$ cat src/rtl/tick_sched.sv
// tick_sched: programmable prescaler tick shared by NCH countdown timers.
// Ports: clk, rst (async, active-low), wr_*/rd_* register bus, tick_out, irq.
module tick_sched #(
  parameter int NCH          = 4,
  parameter int CW           = 16,
  parameter int PW           = 17,
  parameter int DEF_PRESCALE = 99999
) (
  input  logic        clk,
  input  logic        rst,
  input  logic        wr_en,
  input  logic [3:0]  wr_addr,
  input  logic [31:0] wr_data,
  input  logic [3:0]  rd_addr,
  output logic [31:0] rd_data,
  output logic        tick_out,
  output logic        irq
);

  localparam logic [3:0] A_PRE = 4'h0;
  localparam logic [3:0] A_GLB = 4'h1;
  localparam logic [3:0] A_PND = 4'h2;
  localparam logic [3:0] A_MSK = 4'h3;

  logic [PW-1:0]  prescale;
  logic [PW-1:0]  pcnt;
  logic           gen;
  logic [NCH-1:0] pending;
  logic [NCH-1:0] mask;
  logic [NCH-1:0] cen;
  logic [NCH-1:0] cper;
  logic [CW-1:0]  period [NCH];
  logic [CW-1:0]  count  [NCH];

  logic           wr_pre;
  logic           wr_glb;
  logic           wr_pnd;
  logic           wr_msk;
  logic [NCH-1:0] wr_cfg;
  logic [NCH-1:0] expire;
  logic [NCH-1:0] clr;
  logic           unused_bits;

  assign unused_bits = ^wr_data;

  assign wr_pre = wr_en && (wr_addr == A_PRE);
  assign wr_glb = wr_en && (wr_addr == A_GLB);
  assign wr_pnd = wr_en && (wr_addr == A_PND);
  assign wr_msk = wr_en && (wr_addr == A_MSK);
  assign clr    = wr_pnd ? wr_data[NCH-1:0] : '0;

  // A CFG write overrides tick processing in the same cycle.
  always_comb begin
    wr_cfg = '0;
    expire = '0;
    for (int c = 0; c < NCH; c++) begin
      wr_cfg[c] = wr_en && (wr_addr == 4'(8 + c));
      expire[c] = tick_out && cen[c] && !wr_cfg[c]
                  && (count[c] == '0);
    end
  end

  // Prescaler: any PRESCALE/GLOBAL write restarts the period.
  always_ff @(posedge clk or negedge rst) begin
    if (!rst) begin
      prescale <= PW'(DEF_PRESCALE);
      gen      <= 1'b0;
      pcnt     <= '0;
      tick_out <= 1'b0;
    end else begin
      if (wr_pre) prescale <= wr_data[PW-1:0];
      if (wr_glb) gen <= wr_data[0];
      if (wr_pre || wr_glb) begin
        pcnt     <= '0;
        tick_out <= 1'b0;
      end else if (!gen) begin
        pcnt     <= '0;
        tick_out <= 1'b0;
      end else if (pcnt == prescale) begin
        pcnt     <= '0;
        tick_out <= 1'b1;
      end else begin
        pcnt     <= pcnt + PW'(1);
        tick_out <= 1'b0;
      end
    end
  end

  always_ff @(posedge clk or negedge rst) begin
    if (!rst) begin
      cen  <= '0;
      cper <= '0;
      for (int c = 0; c < NCH; c++) begin
        period[c] <= '0;
        count[c]  <= '0;
      end
    end else begin
      for (int c = 0; c < NCH; c++) begin
        if (wr_cfg[c]) begin
          period[c] <= wr_data[CW-1:0];
          count[c]  <= wr_data[CW-1:0];
          cen[c]    <= wr_data[16];
          cper[c]   <= wr_data[17];
        end else if (tick_out && cen[c]) begin
          if (count[c] == '0) begin
            if (cper[c]) count[c] <= period[c];
            else         cen[c]   <= 1'b0;
          end else begin
            count[c] <= count[c] - CW'(1);
          end
        end
      end
    end
  end

  // New expiries win over a simultaneous W1C.
  always_ff @(posedge clk or negedge rst) begin
    if (!rst) begin
      pending <= '0;
      mask    <= '0;
      irq     <= 1'b0;
    end else begin
      pending <= (pending & ~clr) | expire;
      if (wr_msk) mask <= wr_data[NCH-1:0];
      irq <= |(pending & mask);
    end
  end

  always_comb begin
    rd_data = '0;
    case (rd_addr[3:2])
      2'b00: begin
        case (rd_addr[1:0])
          2'd0:    rd_data[PW-1:0]  = prescale;
          2'd1:    rd_data[0]       = gen;
          2'd2:    rd_data[NCH-1:0] = pending;
          default: rd_data[NCH-1:0] = mask;
        endcase
      end
      2'b10: begin
        for (int c = 0; c < NCH; c++) begin
          if (rd_addr[1:0] == 2'(c)) begin
            rd_data[CW-1:0] = period[c];
            rd_data[16]     = cen[c];
            rd_data[17]     = cper[c];
          end
        end
      end
      2'b11: begin
        for (int c = 0; c < NCH; c++) begin
          if (rd_addr[1:0] == 2'(c)) rd_data[CW-1:0] = count[c];
        end
      end
      default: rd_data = '0;
    endcase
  end

endmodule
$ cat config.mk
export PLATFORM = sky130hd
export DESIGN_NAME = tick_sched
export DESIGN_NICKNAME = d
export VERILOG_FILES = /design/src/rtl/tick_sched.sv
export SDC_FILE = /design/constraint.sdc
export NUM_CORES = 1
export LEC_CHECK = 0
export ABC_AREA = 1
export CAP_MARGIN = 20
export CORE_MARGIN = 10
export CORE_UTILIZATION = 55
export DETAILED_ROUTE_END_ITERATION = 10
export GPL_ROUTABILITY_DRIVEN = 0
export GPL_TIMING_DRIVEN = 0
export PLACE_DENSITY_LB_ADDON = 0.12
export RECOVER_POWER = 25
export SLEW_MARGIN = 20
export SYNTH_ARGS = -nofsm -noshare
export SYNTH_HDL_FRONTEND = slang
export SYNTH_SLANG_ARGS = --single-unit
$ cat constraint.sdc
create_clock -name clk -period 3.6 [get_ports clk]
set_input_delay 0.54 -clock clk [delete_from_list [all_inputs] [get_ports clk]]
set_output_delay 0.54 -clock clk [all_outputs]
set_load 0.02 [all_outputs]
==> summary.md <==
| Metric | Value |
|---|---|
| Remaining DRCs | `0` |
| Placement Rows | `53` |
| Minimum setup slack after placement | `-0.0326 ns` |
| Commonest cells after routing, fill and taps aside | `563 x nand2_1, 236 x nor2_1, 171 x dfrtp_1` |
| Number of buffer and inverter instances along the worst setup path | `4` |
| Count of buffers from port buffering | `46` |
| Total number of vias | `12,200` |
| Clk_skew | `0.0105 ns` |
| Wire length of the first global-routing pass | `63.4 mm` |
| PwrDens | `563 nW/um2` |
| Timing-limited maximum frequency | `271 MHz` |
| Maximum resistive drop on vdd | `0.342 mV` |
| Depth of the CTS H-tree | `4` |
| CTS Sinks | `181` |
| Initial core utilization | `55.6%` |
| Number of nets at the end of the flow | `1,846` |
| First-pass iteration count of the detailed router | `8` |
| Type of element capturing the critical path | `output pin` |
| Number of global-route vias before repair | `11,000` |
| Die footprint | `27,300 um2` |
| Cell-by-cell listing of the critical path | `clkdlybuf4s50_1, buf_2, clkbuf_1, o21ai_0, o211ai_1, o211ai_1, o221ai_1, clkdlybuf4s50_1` |
| Post-CTS setup buffer count | `0` |
| Remaining max-slew budget at the tightest pin | `-53.5%` |
| First-iteration detailed-routing DRC count | `1,622` |
| Critical Path Start Type | `input pin` |
| Die extent in x | `165 um` |
| Overall die height | `165 um` |
| Most frequent standard cell in the layout excluding fill and tap cells | `nand2_1` |
| Routed Antenna Nets | `0` |
| Slowest-stage cell, CP | `clkdlybuf4s50_1` |
| Number of buffers between clock root and the deepest sink | `2` |
| Area taken by multi-input logic gates | `6120 um2` |
| Ratio of cells with drive above 1 in the final layout | `8.08%` |
| Antenna violations before repair | `1` |
| RSZ-0062 raised after global routing | `true` |
| Clock edge transition at the registers on the reported setup and hold paths | `0.07 ns` |
| Share of the core filled with cells in the final layout | `62.7%` |
| Total negative slack | `-0.152 ns` |
| Static Leak | `6.68 nW` |
| Average via count per standard cell | `5.85` |
| Detail Placement HPWL | `30.9 mm` |
| Number of hold violations in the final report | `0` |
| Post-synth top flop | `dfrtp_1` |
| Worst skew pair latency | `0.45 ns` |
| TritonCTS clock tree | `built` |
| Total design power | `0.00737 W` |
| Flop and latch count out of synthesis | `181` |
| Worst setup path class | `input pin to output pin` |
| Share of flip-flops with an asynchronous set or reset | `100%` |
| Peak fanout along the critical path | `10` |
| Sequential element share of the synthesized area | `39.1%` |
| Number of different library cells in the post-synthesis netlist | `43` |
| Register area | `4540 um2` |
| Slack of the critical path | `-0.0839 ns` |
| Status | `finished, violations left` |
| Critical path arrival | `3.14 ns` |
| Number of I/O pins | `77` |
| Pin count of the biggest net entering global routing | `95` |
| CTS Root Cell | `clkbuf_16` |
| Number of enable-type register cells in the synthesized netlist | `0` |
| Total of warnings raised by yosys | `0` |
| Area of the core region | `20,900 um2` |
| Global Route Usage Sum | `30.6%` |
| Max-slew violation count | `88` |
| Total of max-cap violations | `1` |
| Class of the tightest hold or removal check | `flop to flop` |
| TritonCTS Buffers | `17` |
| Synthesized instance count | `1,716` |
| Final WL | `41.2 mm` |
| Cell Area, Synth | `11,600 um2` |
| Clock period minus worst slack | `3.68 ns` |
| Syn Area/Cell | `6.77 um2` |
| Count of fill cells added during filler insertion | `1,928` |
| Transition time of the tightest slew-check pin | `2.30 ns` |
| Gr ovfl total | `0` |
| Synth-to-layout area growth | `12.9%` |
| Largest stage delay, worst path | `0.68 ns` |
| Violated checks | `capacitance limit, slew limit, setup timing` |
| Per-cell routed wire length | `19.8 um` |
| CTS Hold Bufs | `0` |
| Kind of cell with the highest combined delay on the critical path | `buffers and inverters` |
| Share of the cycle needed by the critical path after routing | `102%` |
| Final setup violation count | `2` |
| Data required time at the worst endpoint | `3.06 ns` |
==> layer usage <==
layer	GRT usage, %	wire length [um]
met1	42.7	16400
met2	44.2	17600
met3	7.66	5270
met4	13.0	1950
met5	0	0
==> logic make-up (layout without fill, tap and decap cells) <==
family | after synthesis | count (layout) | synth area share, %
AOI/OAI and AO/OA | 273 | 273 | 14.1
xor gates and xnor gates | 40 | 40 | 3.02
adders and majority gates | 9 | 9 | 0.970
buffers and inverters | 240 | 318 | 8.77
DFF | 181 | 181 | 39.1
other | 1 | 15 | 0.0323
and+or+nand+nor | 972 | 972 | 34.0
==> cells in the mapped netlist (11+ instances only) <==
library cell	instances	area (um2)
dfrtp_1	171	4280
nor3_1	11	55.1
o21ai_0	135	676
a21oi_1	61	305
buf_4	18	135
nand3_1	116	581
nor2_1	236	886
o221ai_1	15	131
o211ai_1	19	143
clkbuf_1	24	90.1
buf_2	20	100
inv_1	166	623
o21bai_1	13	97.6
xor2_1	32	280
nand2_1	563	2110
nor2_2	14	87.6
==> per-stage QoR <==
stage          cells  hold slack (ns)  instance area [um2]
6_report        2083            0.505                13100
5_1_grt         2083            0.525                13100
4_1_cts         2083            0.135                13100
3_5_place_dp    2051            0.483                12500
3_3_place_gp    2050            0.470                12500
2_1_floorplan   1729            0.244                11700
==> where the power goes <==
part / internal, W / leakage [nW] / switching (W) / total, W
Clock: 0.00101 / 0.286 / 0.000921 / 0.00193
Sequential: 0.00248 / 2.25 / 0.000569 / 0.00305
Combinational: 0.000822 / 4.14 / 0.00157 / 0.00239
==> cell type report <==
type	count	area share (%)
plain buffers	65	2.78
repair buffers	47	3.76
diodes	1	0.0191
well taps	275	2.63
inverters	174	5.00
clock buffers	19	3.46
flip-flops and latches	181	34.7
clock inverters	13	1.02
multi-input cells	1308	46.7
==> path summary, 6_finish.rpt <==
path                       slack [ns]  cells past startpoint  startpoint          end
min in group asynchronous        0.76                      1         rst    count[38]
min                              0.50                      2   count[48]    count[48]
max reg2reg                      1.55                     10    count[0]     count[7]
max                             -0.08                      8  rd_addr[1]  rd_data[12]
min reg2reg                      0.50                      2   count[48]    count[48]
max in group asynchronous        1.46                      2         rst  prescale[2]
==> worst register-to-register path, stage by stage (launching register included) <==
cell,delay (ns)
dfrtp_1,0.41
inv_1,0.17
ha_1,0.27
nand2_2,0.08
nor2_2,0.12
nand2_2,0.15
o21ai_4,0.33
inv_4,0.10
buf_6,0.16
nor2_2,0.11
a21oi_2,0.04
==> what timing repair did <==
item,in CTS,in global routing
hold endpoints to repair,0,0
resized for setup,2,17
endpoints found under the setup margin,2,14
pin swaps,0,2
==> flip-flops by register name, indices dropped and copies added (netlist names) <==
signal and cells:
count 64, period 64, pcnt 17, prescale 17
cen 4, cper 4, mask 4, pending 4
gen 1, irq 1, tick_out 1
No activity file was read; power rests on OpenSTA's default activity.
